===== src/rtl/elevator_pkg.sv =====
// Shared types and constants for the LOOK-scheduled elevator controller.
package elevator_pkg;

  typedef enum logic [1:0] {
    StIdle   = 2'd0,
    StMoveUp = 2'd1,
    StMoveDn = 2'd2,
    StDoor   = 2'd3
  } state_e;

  localparam logic DIR_UP = 1'b1;
  localparam logic DIR_DN = 1'b0;

  localparam int unsigned CNT_W_DEFAULT = 8;

  function automatic state_e move_state(logic up);
    return (up == DIR_UP) ? StMoveUp : StMoveDn;
  endfunction

endpackage


===== src/rtl/elevator_req_scan.sv =====
// Combinational scan: are there pending calls strictly ahead of / behind a floor
// for a given travel direction.
module elevator_req_scan
  import elevator_pkg::*;
#(
  parameter int unsigned FLOORS = 8,
  parameter int unsigned POS_W  = 3
) (
  input  logic [FLOORS-1:0] pend,
  input  logic [POS_W-1:0]  pos,
  input  logic              dir_up,
  output logic              ahead,
  output logic              behind
);

  logic above, below;

  always_comb begin
    above = 1'b0;
    below = 1'b0;
    for (int unsigned i = 0; i < FLOORS; i++) begin
      if (pend[i] && (POS_W'(i) > pos)) above = 1'b1;
      if (pend[i] && (POS_W'(i) < pos)) below = 1'b1;
    end
    ahead  = (dir_up == DIR_UP) ? above : below;
    behind = (dir_up == DIR_UP) ? below : above;
  end

endmodule


===== src/rtl/elevator_scan_ctrl.sv =====
// Single-car elevator controller with car/hall-up/hall-down calls, LOOK scheduling,
// multi-cycle travel and door hold/reopen.
module elevator_scan_ctrl
  import elevator_pkg::*;
#(
  parameter int unsigned FLOORS        = 8,
  parameter int unsigned POS_W         = 3,
  parameter int unsigned DOOR_CYCLES   = 4,
  parameter int unsigned TRAVEL_CYCLES = 2,
  parameter int unsigned CNT_W         = CNT_W_DEFAULT
) (
  input  logic              clk,
  input  logic              reset,
  input  logic [FLOORS-1:0] car_req,
  input  logic [FLOORS-1:0] hall_up,
  input  logic [FLOORS-1:0] hall_dn,
  input  logic              door_hold,
  output logic [POS_W-1:0]  floor_pos,
  output logic              door_open,
  output logic              moving_up,
  output logic              moving_dn,
  output logic              dir_up,
  output logic              arrive,
  output logic [FLOORS-1:0] pend_car,
  output logic [FLOORS-1:0] pend_up,
  output logic [FLOORS-1:0] pend_dn
);

  localparam logic [FLOORS-1:0] UP_VALID    = {1'b0, {(FLOORS-1){1'b1}}};
  localparam logic [FLOORS-1:0] DN_VALID    = {{(FLOORS-1){1'b1}}, 1'b0};
  localparam logic [CNT_W-1:0]  DOOR_LAST   = CNT_W'(DOOR_CYCLES - 1);
  localparam logic [CNT_W-1:0]  TRAVEL_LAST = CNT_W'(TRAVEL_CYCLES - 1);
  localparam logic [POS_W-1:0]  TOP_FLOOR   = POS_W'(FLOORS - 1);

  state_e            state_q, state_d;
  logic [POS_W-1:0]  floor_q, floor_d, floor_step;
  logic              dir_q, dir_d;
  logic              arrive_q, arrive_d;
  logic [CNT_W-1:0]  door_cnt_q, door_cnt_d;
  logic [CNT_W-1:0]  travel_cnt_q, travel_cnt_d;
  logic [FLOORS-1:0] pend_car_q, pend_car_d;
  logic [FLOORS-1:0] pend_up_q, pend_up_d;
  logic [FLOORS-1:0] pend_dn_q, pend_dn_d;

  logic [FLOORS-1:0] up_in, dn_in, here, step_mask, pend_any;
  logic [FLOORS-1:0] clr_car, clr_up, clr_dn;
  logic              in_door, rereq;
  logic              at_f_car, at_f_up, at_f_dn, opp_f;
  logic              at_g_car, at_g_up, at_g_dn, same_g, opp_g;
  logic              ahead_f, behind_f, ahead_g, behind_g;

  assign up_in     = hall_up & UP_VALID;
  assign dn_in     = hall_dn & DN_VALID;
  assign here      = FLOORS'(1) << floor_q;
  assign in_door   = (state_q == StDoor);
  assign floor_step = (dir_q == DIR_UP) ? floor_q + POS_W'(1) : floor_q - POS_W'(1);
  assign step_mask = FLOORS'(1) << floor_step;

  // Door service clears the car call and the hall call matching the current direction.
  assign clr_car = in_door ? here : '0;
  assign clr_up  = (in_door && dir_q == DIR_UP) ? here : '0;
  assign clr_dn  = (in_door && dir_q == DIR_DN) ? here : '0;
  assign rereq   = |((car_req & clr_car) | (up_in & clr_up) | (dn_in & clr_dn));

  assign pend_car_d = (pend_car_q | car_req) & ~clr_car;
  assign pend_up_d  = (pend_up_q | up_in) & ~clr_up;
  assign pend_dn_d  = (pend_dn_q | dn_in) & ~clr_dn;
  assign pend_any   = pend_car_d | pend_up_d | pend_dn_d;

  assign at_f_car = |(pend_car_d & here);
  assign at_f_up  = |(pend_up_d & here);
  assign at_f_dn  = |(pend_dn_d & here);
  assign opp_f    = (dir_q == DIR_UP) ? at_f_dn : at_f_up;

  assign at_g_car = |(pend_car_d & step_mask);
  assign at_g_up  = |(pend_up_d & step_mask);
  assign at_g_dn  = |(pend_dn_d & step_mask);
  assign same_g   = at_g_car | ((dir_q == DIR_UP) ? at_g_up : at_g_dn);
  assign opp_g    = (dir_q == DIR_UP) ? at_g_dn : at_g_up;

  elevator_req_scan #(
    .FLOORS (FLOORS),
    .POS_W  (POS_W)
  ) u_scan_here (
    .pend   (pend_any),
    .pos    (floor_q),
    .dir_up (dir_q),
    .ahead  (ahead_f),
    .behind (behind_f)
  );

  elevator_req_scan #(
    .FLOORS (FLOORS),
    .POS_W  (POS_W)
  ) u_scan_step (
    .pend   (pend_any),
    .pos    (floor_step),
    .dir_up (dir_q),
    .ahead  (ahead_g),
    .behind (behind_g)
  );

  always_comb begin
    state_d      = state_q;
    floor_d      = floor_q;
    dir_d        = dir_q;
    arrive_d     = 1'b0;
    door_cnt_d   = '0;
    travel_cnt_d = '0;

    unique case (state_q)
      StIdle: begin
        if (at_f_car || at_f_up || at_f_dn) begin
          state_d = StDoor;
          if (at_f_up && !at_f_dn && !at_f_car) begin
            dir_d = DIR_UP;
          end else if (at_f_dn && !at_f_up && !at_f_car) begin
            dir_d = DIR_DN;
          end
        end else if (ahead_f) begin
          state_d = move_state(dir_q);
        end else if (behind_f) begin
          dir_d   = ~dir_q;
          state_d = move_state(~dir_q);
        end
      end

      StMoveUp, StMoveDn: begin
        if (travel_cnt_q == TRAVEL_LAST) begin
          floor_d  = floor_step;
          arrive_d = 1'b1;
          if (same_g) begin
            state_d = StDoor;
          end else if (opp_g && !ahead_g) begin
            state_d = StDoor;
            dir_d   = ~dir_q;
          end else if (floor_step == '0 || floor_step == TOP_FLOOR ||
                       !(ahead_g || behind_g)) begin
            // Safeguard against running past the shaft ends or wandering with no calls.
            state_d = StIdle;
          end
        end else begin
          travel_cnt_d = travel_cnt_q + CNT_W'(1);
        end
      end

      StDoor: begin
        if (rereq || door_hold) begin
          door_cnt_d = '0;
        end else if (door_cnt_q == DOOR_LAST) begin
          if (ahead_f) begin
            state_d = move_state(dir_q);
          end else if (opp_f) begin
            dir_d = ~dir_q;  // reopen for the opposite hall call, counter restarts
          end else if (behind_f) begin
            dir_d   = ~dir_q;
            state_d = move_state(~dir_q);
          end else begin
            state_d = StIdle;
          end
        end else begin
          door_cnt_d = door_cnt_q + CNT_W'(1);
        end
      end

      default: state_d = StIdle;
    endcase
  end

  always_ff @(posedge clk) begin
    if (reset) begin
      state_q      <= StIdle;
      floor_q      <= '0;
      dir_q        <= DIR_UP;
      arrive_q     <= 1'b0;
      door_cnt_q   <= '0;
      travel_cnt_q <= '0;
      pend_car_q   <= '0;
      pend_up_q    <= '0;
      pend_dn_q    <= '0;
    end else begin
      state_q      <= state_d;
      floor_q      <= floor_d;
      dir_q        <= dir_d;
      arrive_q     <= arrive_d;
      door_cnt_q   <= door_cnt_d;
      travel_cnt_q <= travel_cnt_d;
      pend_car_q   <= pend_car_d;
      pend_up_q    <= pend_up_d;
      pend_dn_q    <= pend_dn_d;
    end
  end

  assign floor_pos = floor_q;
  assign door_open = (state_q == StDoor);
  assign moving_up = (state_q == StMoveUp);
  assign moving_dn = (state_q == StMoveDn);
  assign dir_up    = dir_q;
  assign arrive    = arrive_q;
  assign pend_car  = pend_car_q;
  assign pend_up   = pend_up_q;
  assign pend_dn   = pend_dn_q;

endmodule


===== config.mk =====
export PLATFORM = sky130hd
export DESIGN_NAME = elevator_scan_ctrl
export DESIGN_NICKNAME = d
export VERILOG_FILES = /design/src/rtl/elevator_pkg.sv /design/src/rtl/elevator_req_scan.sv /design/src/rtl/elevator_scan_ctrl.sv
export SDC_FILE = /design/constraint.sdc
export NUM_CORES = 1
export LEC_CHECK = 0
export BUFFER_PORTS_ARGS = -buffer_cell sky130_fd_sc_hd__buf_2
export CAP_MARGIN = 10
export CORE_ASPECT_RATIO = 1.75
export CORE_MARGIN = 2
export CORE_UTILIZATION = 45
export CTS_CLUSTER_SIZE = 28
export DETAILED_ROUTE_END_ITERATION = 12
export GPL_TIMING_DRIVEN = 0
export HOLD_SLACK_MARGIN = 0.15
export PLACE_DENSITY = 0.72
export SLEW_MARGIN = 20
export SYNTH_ARGS = -nofsm -noshare
export SYNTH_HDL_FRONTEND = slang
export SYNTH_SLANG_ARGS = --single-unit

===== constraint.sdc =====
create_clock -name clk -period 4.75 [get_ports clk]
set_clock_uncertainty 0.1 [all_clocks]
set_input_delay 0.2375 -clock clk [delete_from_list [all_inputs] [get_ports clk]]
set_output_delay 0.2375 -clock clk [all_outputs]
set_load 0.05 [all_outputs]

Word-level counts from Yosys, hierarchy flattened
Index checks and enable logic that the tools add are counted.
{ "word_totals": {"ff_bits": 47, "input_bits": 27, "elab_cells": 228, "output_inout_bits": 32} }
{ "classes": {"magnitude_cmp": 32, "reduce_logical": 66, "n_eq_ne": 17, "shifts": 2, "add_sub_neg": 4, "n_bitwise": 26, "muxes": 72} }
{ "op_table": {"columns": ["operator", "count"], "rows": [
  ["AND 8 bit", 11],
  ["OR reduction 8 bit", 7],
  ["2-to-1 mux 1 bit", 52],
  ["OR 8 bit", 6],
  ["logical AND 1 bit", 39],
  ["2-to-1 mux 2 bit", 14],
  ["> comparator 3 bit, first input constant", 8],
  ["< comparator 3 bit, first input constant", 8],
  ["2-to-1 mux 8 bit", 3],
  ["inverter 8 bit", 3],
  ["adder 8 x 1 -> 8 bit, second input constant", 2],
  ["left shift 1 x 3 -> 8 bit, first input constant", 2],
  ["> comparator 1 x 3 -> 1 bit, first input constant", 4],
  ["> comparator 2 x 3 -> 1 bit, first input constant", 4],
  ["< comparator 1 x 3 -> 1 bit, first input constant", 4],
  ["< comparator 2 x 3 -> 1 bit, first input constant", 4],
  ["inequality test 4 bit, second input constant", 3],
  ["inequality test 2 bit, second input constant", 5],
  ["AND 7 x 8 -> 8 bit", 1],
  ["equality test 8 x 1 -> 1 bit, second input constant", 1],
  ["equality test 8 x 2 -> 1 bit, second input constant", 1],
  ["OR 8 x 7 -> 8 bit", 1],
  ["AND reduction 8 bit", 1],
  ["logical OR 1 bit", 6],
  ["21 further kinds", 29]
]} }

Depth between registers and ports, before layout
Gate-level depths: netlist of run 1.
{ "logic_depth": {"ltp_word": 25, "ltp_mapped": 20, "ltp_nobuf": 16} }

By module
From an unflattened synthesis of run 1, not the netlist that was laid out.
{ "hier_totals": {"cells_unflattened": 473, "hier_area_um2": 3613.5} }
{ "by_module_without_submodules": {"columns": ["mod", "cells_per_inst", "area_per_inst_um2", "seq_area_each_um2", "n_inst"], "rows": [
  ["elevator_scan_ctrl", 425, 3305.7, 940.9, 1],
  ["elevator_req_scan", 24, 153.9, 0.0, 2]
]} }

Least setup slack after synthesis of run 1
OpenSTA, ideal clock, no wires.
{ "synth_timing": {"path_type": "register to register", "from": "register floor_q[0] (netlist: floor_pos[0])", "to": "register dir_q (netlist: dir_up)", "stages_incl_launch_ff": 19, "arrival_ps": 4011, "path_buffers": 2, "slack_ps": 576, "synth_period_minus_slack_ps": 4174, "setup_ps": 62, "path_cell_list": "dfxtp_1 inv_1 clkbuf_1 ha_1 buf_6 nand4b_1 a222oi_1 o21ai_1 a221oi_2 o21ai_2 nor2_1 a21oi_1 ha_1 a41oi_1 o21ai_0 a21oi_1 a31oi_1 or4_1 nand3_1"} }
{ "synth_between": {"elab_chain_cells": 22} }
{ "synth_lines": {"columns": ["element", "line", "source"], "rows": [
  ["start: declaration", "elevator_scan_ctrl.sv:36", "logic [POS_W-1:0] floor_q, floor_d, floor_step;"],
  ["start signal: assignment", "elevator_scan_ctrl.sv:183", "floor_q <= floor_d;"],
  ["left shift 1 x 3 -> 8 bit", "elevator_scan_ctrl.sv:54", "assign here = FLOORS'(1) << floor_q;"],
  ["2-to-1 mux 8 bit, on equally long branches", "elevator_scan_ctrl.sv:60, elevator_scan_ctrl.sv:61", null],
  ["inverter 8 bit, on equally long branches", "elevator_scan_ctrl.sv:65, elevator_scan_ctrl.sv:66", null],
  ["AND 8 bit, on equally long branches", "elevator_scan_ctrl.sv:65, elevator_scan_ctrl.sv:66", null],
  ["OR 8 bit (2 in series)", "elevator_scan_ctrl.sv:68", "assign pend_any = pend_car_d | pend_up_d | pend_dn_d;"],
  ["logical AND 1 bit, on equally long branches", "elevator_req_scan.sv:22, elevator_req_scan.sv:23", null],
  ["2-to-1 mux 1 bit, on equally long branches (8 in series)", "elevator_req_scan.sv:22, elevator_req_scan.sv:23", null],
  ["2-to-1 mux 1 bit", "elevator_req_scan.sv:26", "behind = (dir_up == DIR_UP) ? below : above;"],
  ["2-to-1 mux 1 bit", null, null],
  ["2-to-1 mux 1 bit", "elevator_scan_ctrl.sv:153", "end else if (opp_f) begin"],
  ["2-to-1 mux 1 bit", "elevator_scan_ctrl.sv:151", "if (ahead_f) begin"],
  ["2-to-1 mux 1 bit", "elevator_scan_ctrl.sv:150", "end else if (door_cnt_q == DOOR_LAST) begin"],
  ["2-to-1 mux 1 bit", "elevator_scan_ctrl.sv:148", "if (rereq || door_hold) begin"],
  ["one-hot mux 1 bit (3 select lines)", "elevator_scan_ctrl.sv:111", "unique case (state_q)"],
  ["end signal: assignment", "elevator_scan_ctrl.sv:184", "dir_q <= dir_d;"],
  ["end: declaration", "elevator_scan_ctrl.sv:37", "logic dir_q, dir_d;"]
]} }
Parallel ways exist; a longest one is shown, timed or not. The select of a mux whose other input is x is not followed.
A chain may end at the register's enable or synchronous reset.

Final worst setup path of run 1
{ "layout_timing": {"from": "register state_q[0]", "to": "register dir_q (netlist: dir_up)"} }
{ "layout_between": {"elab_chain_cells": 23} }
{ "layout_lines": {"columns": ["element", "line", "source"], "rows": [
  ["start: declaration", "elevator_scan_ctrl.sv:35", "state_e state_q, state_d;"],
  ["start signal: assignment", "elevator_scan_ctrl.sv:172", "state_q <= StIdle;"],
  ["start signal: assignment", "elevator_scan_ctrl.sv:182", "state_q <= state_d;"],
  ["equality test 2 bit", "elevator_scan_ctrl.sv:55, elevator_scan_ctrl.sv:111", null],
  ["logical AND 1 bit", "elevator_scan_ctrl.sv:61", "assign clr_up = (in_door && dir_q == DIR_UP) ? here : '0;"],
  ["2-to-1 mux 8 bit", "elevator_scan_ctrl.sv:61", null],
  ["inverter 8 bit", "elevator_scan_ctrl.sv:66", "assign pend_up_d = (pend_up_q | up_in) & ~clr_up;"],
  ["AND 8 bit", "elevator_scan_ctrl.sv:66", null],
  ["OR 8 bit (2 in series)", "elevator_scan_ctrl.sv:68", null],
  ["logical AND 1 bit, on equally long branches", "elevator_req_scan.sv:22, elevator_req_scan.sv:23", null],
  ["2-to-1 mux 1 bit, on equally long branches (8 in series)", "elevator_req_scan.sv:22, elevator_req_scan.sv:23", null],
  ["2-to-1 mux 1 bit", "elevator_req_scan.sv:26", null],
  ["2-to-1 mux 1 bit", null, null],
  ["2-to-1 mux 1 bit", "elevator_scan_ctrl.sv:153", null],
  ["2-to-1 mux 1 bit", "elevator_scan_ctrl.sv:151", null],
  ["2-to-1 mux 1 bit", "elevator_scan_ctrl.sv:150", null],
  ["2-to-1 mux 1 bit", "elevator_scan_ctrl.sv:148", null],
  ["one-hot mux 1 bit (3 select lines)", "elevator_scan_ctrl.sv:111", null]
]} }
Parallel ways exist; a longest one is shown, timed or not. The select of a mux whose other input is x is not followed.

==> results of run 1 <==
## per-layer routing
metal / up-vias / share of wire (%)
met5: - / 0
met4: 0 / 7.8
met3: 66 / 7.8
met2: 244 / 48
met1: 1824 / 37
li1: 1798 / -
## through the flow
step	worst slack (ps)	util, %	hold slack, ps
after floorplan	576	-	337
after global placement	-237	51.9	357
after detailed placement	-296	51.9	359
after CTS	5.92	54.6	211
after global routing	1.17	55.2	242
final	170	55.2	216
## cells in the mapped netlist (all sizes together) (3+ instances only)
| master | number | share of area (%) |
|---|---|---|
| nand4 | 10 | 2.2 |
| nand4bb | 3 | 0.96 |
| nand4b | 6 | 1.9 |
| nor3 | 9 | 1.3 |
| nand2 | 32 | 3.4 |
| inv | 14 | 1.5 |
| nand3b | 4 | 0.85 |
| o21a | 3 | 0.64 |
| a222oi | 7 | 2.0 |
| a31oi | 6 | 1.1 |
| mux2i | 4 | 1.1 |
| o32ai | 4 | 0.99 |
| o2111ai | 3 | 0.74 |
| o31ai | 4 | 0.85 |
| dfxtp | 47 | 27 |
| o21ai | 19 | 2.9 |
| a22oi | 4 | 0.85 |
| buf | 13 | 3.4 |
| clkbuf | 13 | 1.7 |
| nand3 | 31 | 4.4 |
| and3 | 17 | 3.0 |
| nor2b | 3 | 0.53 |
| xnor2 | 4 | 0.99 |
| nor2 | 50 | 5.3 |
| or2 | 22 | 3.9 |
| or3 | 6 | 1.1 |
| a32oi | 4 | 0.99 |
| o22ai | 5 | 0.88 |
| a21oi | 15 | 2.1 |
| ha | 17 | 6.0 |
| o211a | 3 | 0.85 |
| xor2 | 12 | 3.0 |
| o211ai | 11 | 2.3 |
## final timing paths
kind | endpoint | slack (ps) | startpoint | cells past startpoint
setup reg to reg | dir_up | 170 | state_q[0] | 16
hold reg to reg | door_cnt_q[0] | 380 | door_cnt_q[0] | 1
setup / recovery | dir_up | 170 | state_q[0] | 16
hold / removal | pend_up[1] | 220 | hall_up[1] | 3
## state kept, by name, indices dropped and copies added (netlist names)
register,count
floor_pos,3
door_cnt_q,8
arrive,1
pend_dn,8
state_q,2
dir_up,1
pend_car,8
travel_cnt_q,8
pend_up,8
## kinds of logic (layout without fill, tap and decap cells)
group	count (synthesis)	count (layout)
AOI/OAI and AO/OA	113	113
xor gates and xnor gates	16	16
adders and majority gates	17	17
buffers and inverters	42	110
DFF	47	47
muxes	5	5
and+or+nand+nor	204	204
## critical path: cells and delay by family, from the launching register on
family	cells	cell delay [ps]
buffers and inverters	1	410
DFF	1	410
and+or+nand+nor	4	870
AOI/OAI and AO/OA	9	2180
adders and majority gates	2	530
## layout make-up
type | count | area [um^2]
buffer | 25 | 181
clock buffer | 5 | 125
clock inverter | 3 | 67.6
fill | 740 | 3390
inverter | 15 | 56.3
multi-input combinational | 355 | 2370
sequential | 47 | 941
tap | 88 | 110
timing repair buffer | 62 | 325
## where the power goes
group,leakage [nW],switching [mW],internal (mW)
clock,0.0900,0.170,0.302
combinational,1.30,0.747,0.393
sequential,0.387,0.0378,0.431
## repair_timing
action                                  CTS  global route
resized for setup                         2             4
endpoints found under the setup margin    1             1
setup buffers                             1             5
gates cloned                              0             0
hold endpoints to repair                  0             0
pin swaps                                 1             4
==> flow_summary.yaml, run 1 <==
synth:
  synthArstFlopShare_pct: 0
  synthFlopType: "dfxtp_1"
  ys.warnings.count: 0
  synth-compound-area-share_pct: 23.8
  syn_area_um2: 3530
  synth-xor-area-share_pct: 3.96
  syn_nets: 488
  synth-seq-cells: 47
  yosysUniqueCellTypes: 72
  synthMuxAreaShare_pct: 1.45
  synth_area_per_cell_um2: 7.96
  synth_top_family_by_area: "simple AND/OR/NAND/NOR gates"
  synthSimpleGateAreaFrac_pct: 31.3
  synthAdderAreaFrac_pct: 6.02
  synth_edf_count: 0
  yosysSeqAreaShare_pct: 26.6
  synth_cells: 444
clocking:
  cts_num_sinks: 47
  cts-buffers-inserted: 5
  cts_tree: "done"
  cts.path.max_buffers: 2
  cts.clk_slew.worst_paths_ps: 80
  h-tree-depth: 2
  clock-root-buffer: "clkbuf_16"
  ctsHoldBuffers: 0
  clock_latency_ps: 300
cells_and_area:
  drive_above_1_share_pct: 23.6
  instances_no_fill: 600
  fin_nets: 555
  layout_commonest_cell: "buf_2"
  final_cell_mix: "58 x buf_2, 50 x nor2_1, 47 x dfxtp_1"
  finalInstanceArea_um2: 4170
  antenna_cells: 0
  area_growth_pct: 18.1
power_and_ir_drop:
  power.total_mw: 2.08
  ir_worst_vdd_mv: 0.393
  p_leak_nw: 1.77
  p_per_area_nw_per_um2: 498
timing:
  finalHoldViolCount: 0
  finalCritPeriodShare_pct: 96.4
  tns_ps: 0
  max-slew-margin-rel_pct: 33.5
  drv_slew: 0
  worstMarginPinSlew_ps: 995
  rsz0062_at_grt: "false"
  fmax_mhz: 218
  setup_viol: 0
  period_needed_ps: 4580
route:
  drt_iter0_drc: 331
  antenna_left: 0
  viasPerCell: 6.55
  vias: 3932
  drt_wl_total_um: 12600
  first_pass_iters: 10
  routedWlPerCell_um: 21.0
  drc: 0
setup_path:
  end_kind: "flop"
  cp_data_arrival_time_ps: 4700
  cp-start-kind: "flop"
  cpMaxStageDelayCell: "a222oi_1"
  crit_type: "reg2reg"
  crit_required_ps: 4870
  crit_path_cell_trace: "ha_1 > clkbuf_1 > nand3_1 > a222oi_1 > o21ai_0 > a221oi_2 > o21ai_2 > nor2_1 > a21oi_1 > ha_1 > a41oi_1 > o21ai_0 > a21oi_1 > a31oi_1 > or4_1 > nand3_1"
  crit_path_max_fanout: 8
  slowest_delay_ps: 850
die:
  rows: 42
  initial_core_util_pct: 46.7
  ioPinCount: 59
  die_h_um: 121
  core-area_um2: 7570
  die-area_um2: 8610
  die_width_um: 71.0
worst_hold_path:
  holdCritPathClass: "in2reg"
place:
  portBuffers: 56
  dpl.hpwl_um: 9710
  dp.cells: 588
  post_dp_cell_area_um2: 3930
  place_congestion: 1.00
global_route:
  track_usage_pct: 29.5
  use_met1_pct: 32.5
  grt.overflow.total: 0
  grt.busiest_layer: "met2"
  grt_util_met3_pct: 5.56
  grt_antenna_before_repair: 0
  grt_max_degree: 16
  grt_pass1_wl_um: 19400
  grt_pass1_vias: 3725
  use_met2_pct: 49.0
run_status:
  status: "complete, no violations"
job:
  cap_violations: 0
Power figures use the tool's default switching activity.
==> inputs of run 2 (changes only) <==
Settings changed: CELL_PAD_IN_SITES_DETAIL_PLACEMENT set to 1, CELL_PAD_IN_SITES_GLOBAL_PLACEMENT set to 1, CORE_UTILIZATION 45 to 38, PLACE_DENSITY 0.72 to 0.83.
Clock period 4.75 ns to 4.04 ns, I/O delays scaled along.
==> run 2 against run 1 <==
Compared with the run above:
- maximum frequency grew 14%
- critical path type unchanged
- via count is 13% higher
- count of clock-buffer cells in the layout unchanged
- routed wire length up 35%
- worst setup slack worse by 160 ps
- largest power group unchanged
- critical endpoint unchanged
- utilization shrank 1.2 points
- sequential cell count unchanged
- critical path depth increased by 3
==> flow_summary.yaml, run 2 (synthesis gave the netlist of run 1 again) <==
setup_path:
  rrSetupSlack_ps: 10
  cp_data_arrival_time_ps: 4160
  crit_type: "reg2reg"
  worstRegToRegCells: 19
  crit_path_max_fanout: 7
  reg2reg_from: "floor_pos[2]"
  startpoint: "floor_pos[2]"
  end_kind: "flop"
  cp-start-kind: "flop"
  r2r_end: "dir_up"
  crit_required_ps: 4170
  crit_path_end: "dir_up"
die:
  die-area_um2: 10100
  die_width_um: 76.9
  initial_core_util_pct: 39.1
  ioPinCount: 59
  core-area_um2: 9040
  die_h_um: 132
  rows: 46
clocking:
  clock-root-buffer: "clkbuf_16"
  cts_num_sinks: 47
  cts.path.max_buffers: 2
  clock_latency_ps: 300
  cts_tree: "done"
  h-tree-depth: 2
  cts-buffers-inserted: 5
  ctsHoldBuffers: 0
  cts.clk_slew.worst_paths_ps: 70
route:
  vias: 4448
  first_pass_iters: 6
  drt_wl_total_um: 17000
  drt_iter0_drc: 410
  routedWlPerCell_um: 24.9
  antenna_left: 0
  drc: 0
  viasPerCell: 6.51
power_and_ir_drop:
  p_seq_share_pct: 20.8
  ir_worst_vdd_mv: 0.290
  p_per_area_nw_per_um2: 557
  power.total_mw: 2.72
  p_sw_share_pct: 47.9
  switching_power_mw: 1.30
  combPwrFrac_pct: 61.0
  p_leak_nw: 2.09
  p_int_mw: 1.42
  clkPwrFrac_pct: 18.2
cells_and_area:
  layout_commonest_cell: "buf_2"
  drive_above_1_share_pct: 35.3
  finalInstanceArea_um2: 4880
  final_cell_mix: "57 x buf_2, 56 x buf_4, 50 x nor2_1"
  area_growth_pct: 38.0
  antenna_cells: 0
  fin_nets: 606
timing:
  fin_ws_ps: 10.1
  period_needed_ps: 4030
  setup_viol: 0
  fmax_mhz: 248
  hold-worst-slack_ps: 201
  drv_slew: 0
  max-slew-margin-rel_pct: 45.0
  finalCritPeriodShare_pct: 99.8
  worstMarginPinSlew_ps: 826
  finalHoldViolCount: 0
  rsz0062_at_grt: "true"
  tns_ps: 0
place:
  dpl.hpwl_um: 11200
  place_ws_ps: -860
  place_congestion: 0.975
  post_dp_cell_area_um2: 3970
  portBuffers: 56
worst_hold_path:
  min-delay-start: "car_req[5]"
  holdCritPathClass: "in2reg"
global_route:
  grt.overflow.total: 0
  grt_antenna_before_repair: 0
  grt_pass1_wl_um: 22900
  grt_max_degree: 16
  track_usage_pct: 29.1
  grt_pass1_vias: 4275
run_status:
  status: "complete, no violations"
job:
  cap_violations: 0
## run 2: area by class of cell
cell class,count,area (um^2)
clock buffers,5,125
inverters,15,76.3
clock inverters,3,43.8
repair buffers,113,729
plain buffers,25,258
multi-input cells,355,2540
fillers,1112,4160
flip-flops and latches,47,960
well taps,120,150
## run 2: through the flow
step,util [%],instances
after floorplan,-,444
final,54.0,683
after global routing,54.0,683
after CTS,48.0,640
after global placement,43.9,620
after detailed placement,43.9,620
## run 2: power groups by stage
stage	sequential [mW]	combinational [mW]	clock (mW)
2_1_floorplan	0.643	0.877	0
3_3_place_gp	0.561	1.31	0
3_5_place_dp	0.565	1.34	0
4_1_cts	0.554	1.42	0.497
5_1_grt	0.574	1.74	0.513
6_report	0.567	1.66	0.495
## run 2: what timing repair did
action	CTS	global route
pin swaps	10	24
gates cloned	0	1
endpoints found under the setup margin	3	2
buffers inserted	14	42
hold endpoints to repair	0	0
resized for setup	22	57
## run 2: critical path, stage by stage (launching register included)
cell      delay [ps]
dfxtp_4          370
buf_12           140
buf_12           140
clkinv_8          40
buf_8            110
ha_4             190
nand3b_1         180
a221oi_4         360
buf_4            170
o211ai_1         100
o21ai_1          170
o2111a_2         270
a21oi_2           70
ha_1             360
a41oi_2          190
o21ai_1           90
a21oi_1          160
a31oi_1           70
or4_4            560
nand3_2           90
## run 2: worst min path at each step
stage	to	slack, ps	cells after the start
global route	pend_car[5]	230	3
floorplan	door_cnt_q[0]	340	1
finish	pend_car[5]	200	3
global placement	door_cnt_q[0]	360	1
CTS	pend_car[5]	200	3
detailed placement	door_cnt_q[0]	370	1
## run 2: metal layers
| layer | part of all wire (%) | track usage [%] | wire (um) | up-vias |
|---|---|---|---|---|
| met5 | 0 | 0 | 0 | - |
| met2 | 51 | 51.8 | 8650 | 295 |
| met1 | 35 | 30.2 | 5900 | 2140 |
| li1 | - | - | - | 1902 |
| met3 | 5.9 | 3.16 | 997 | 111 |
| met4 | 8.5 | 23.2 | 1440 | 0 |
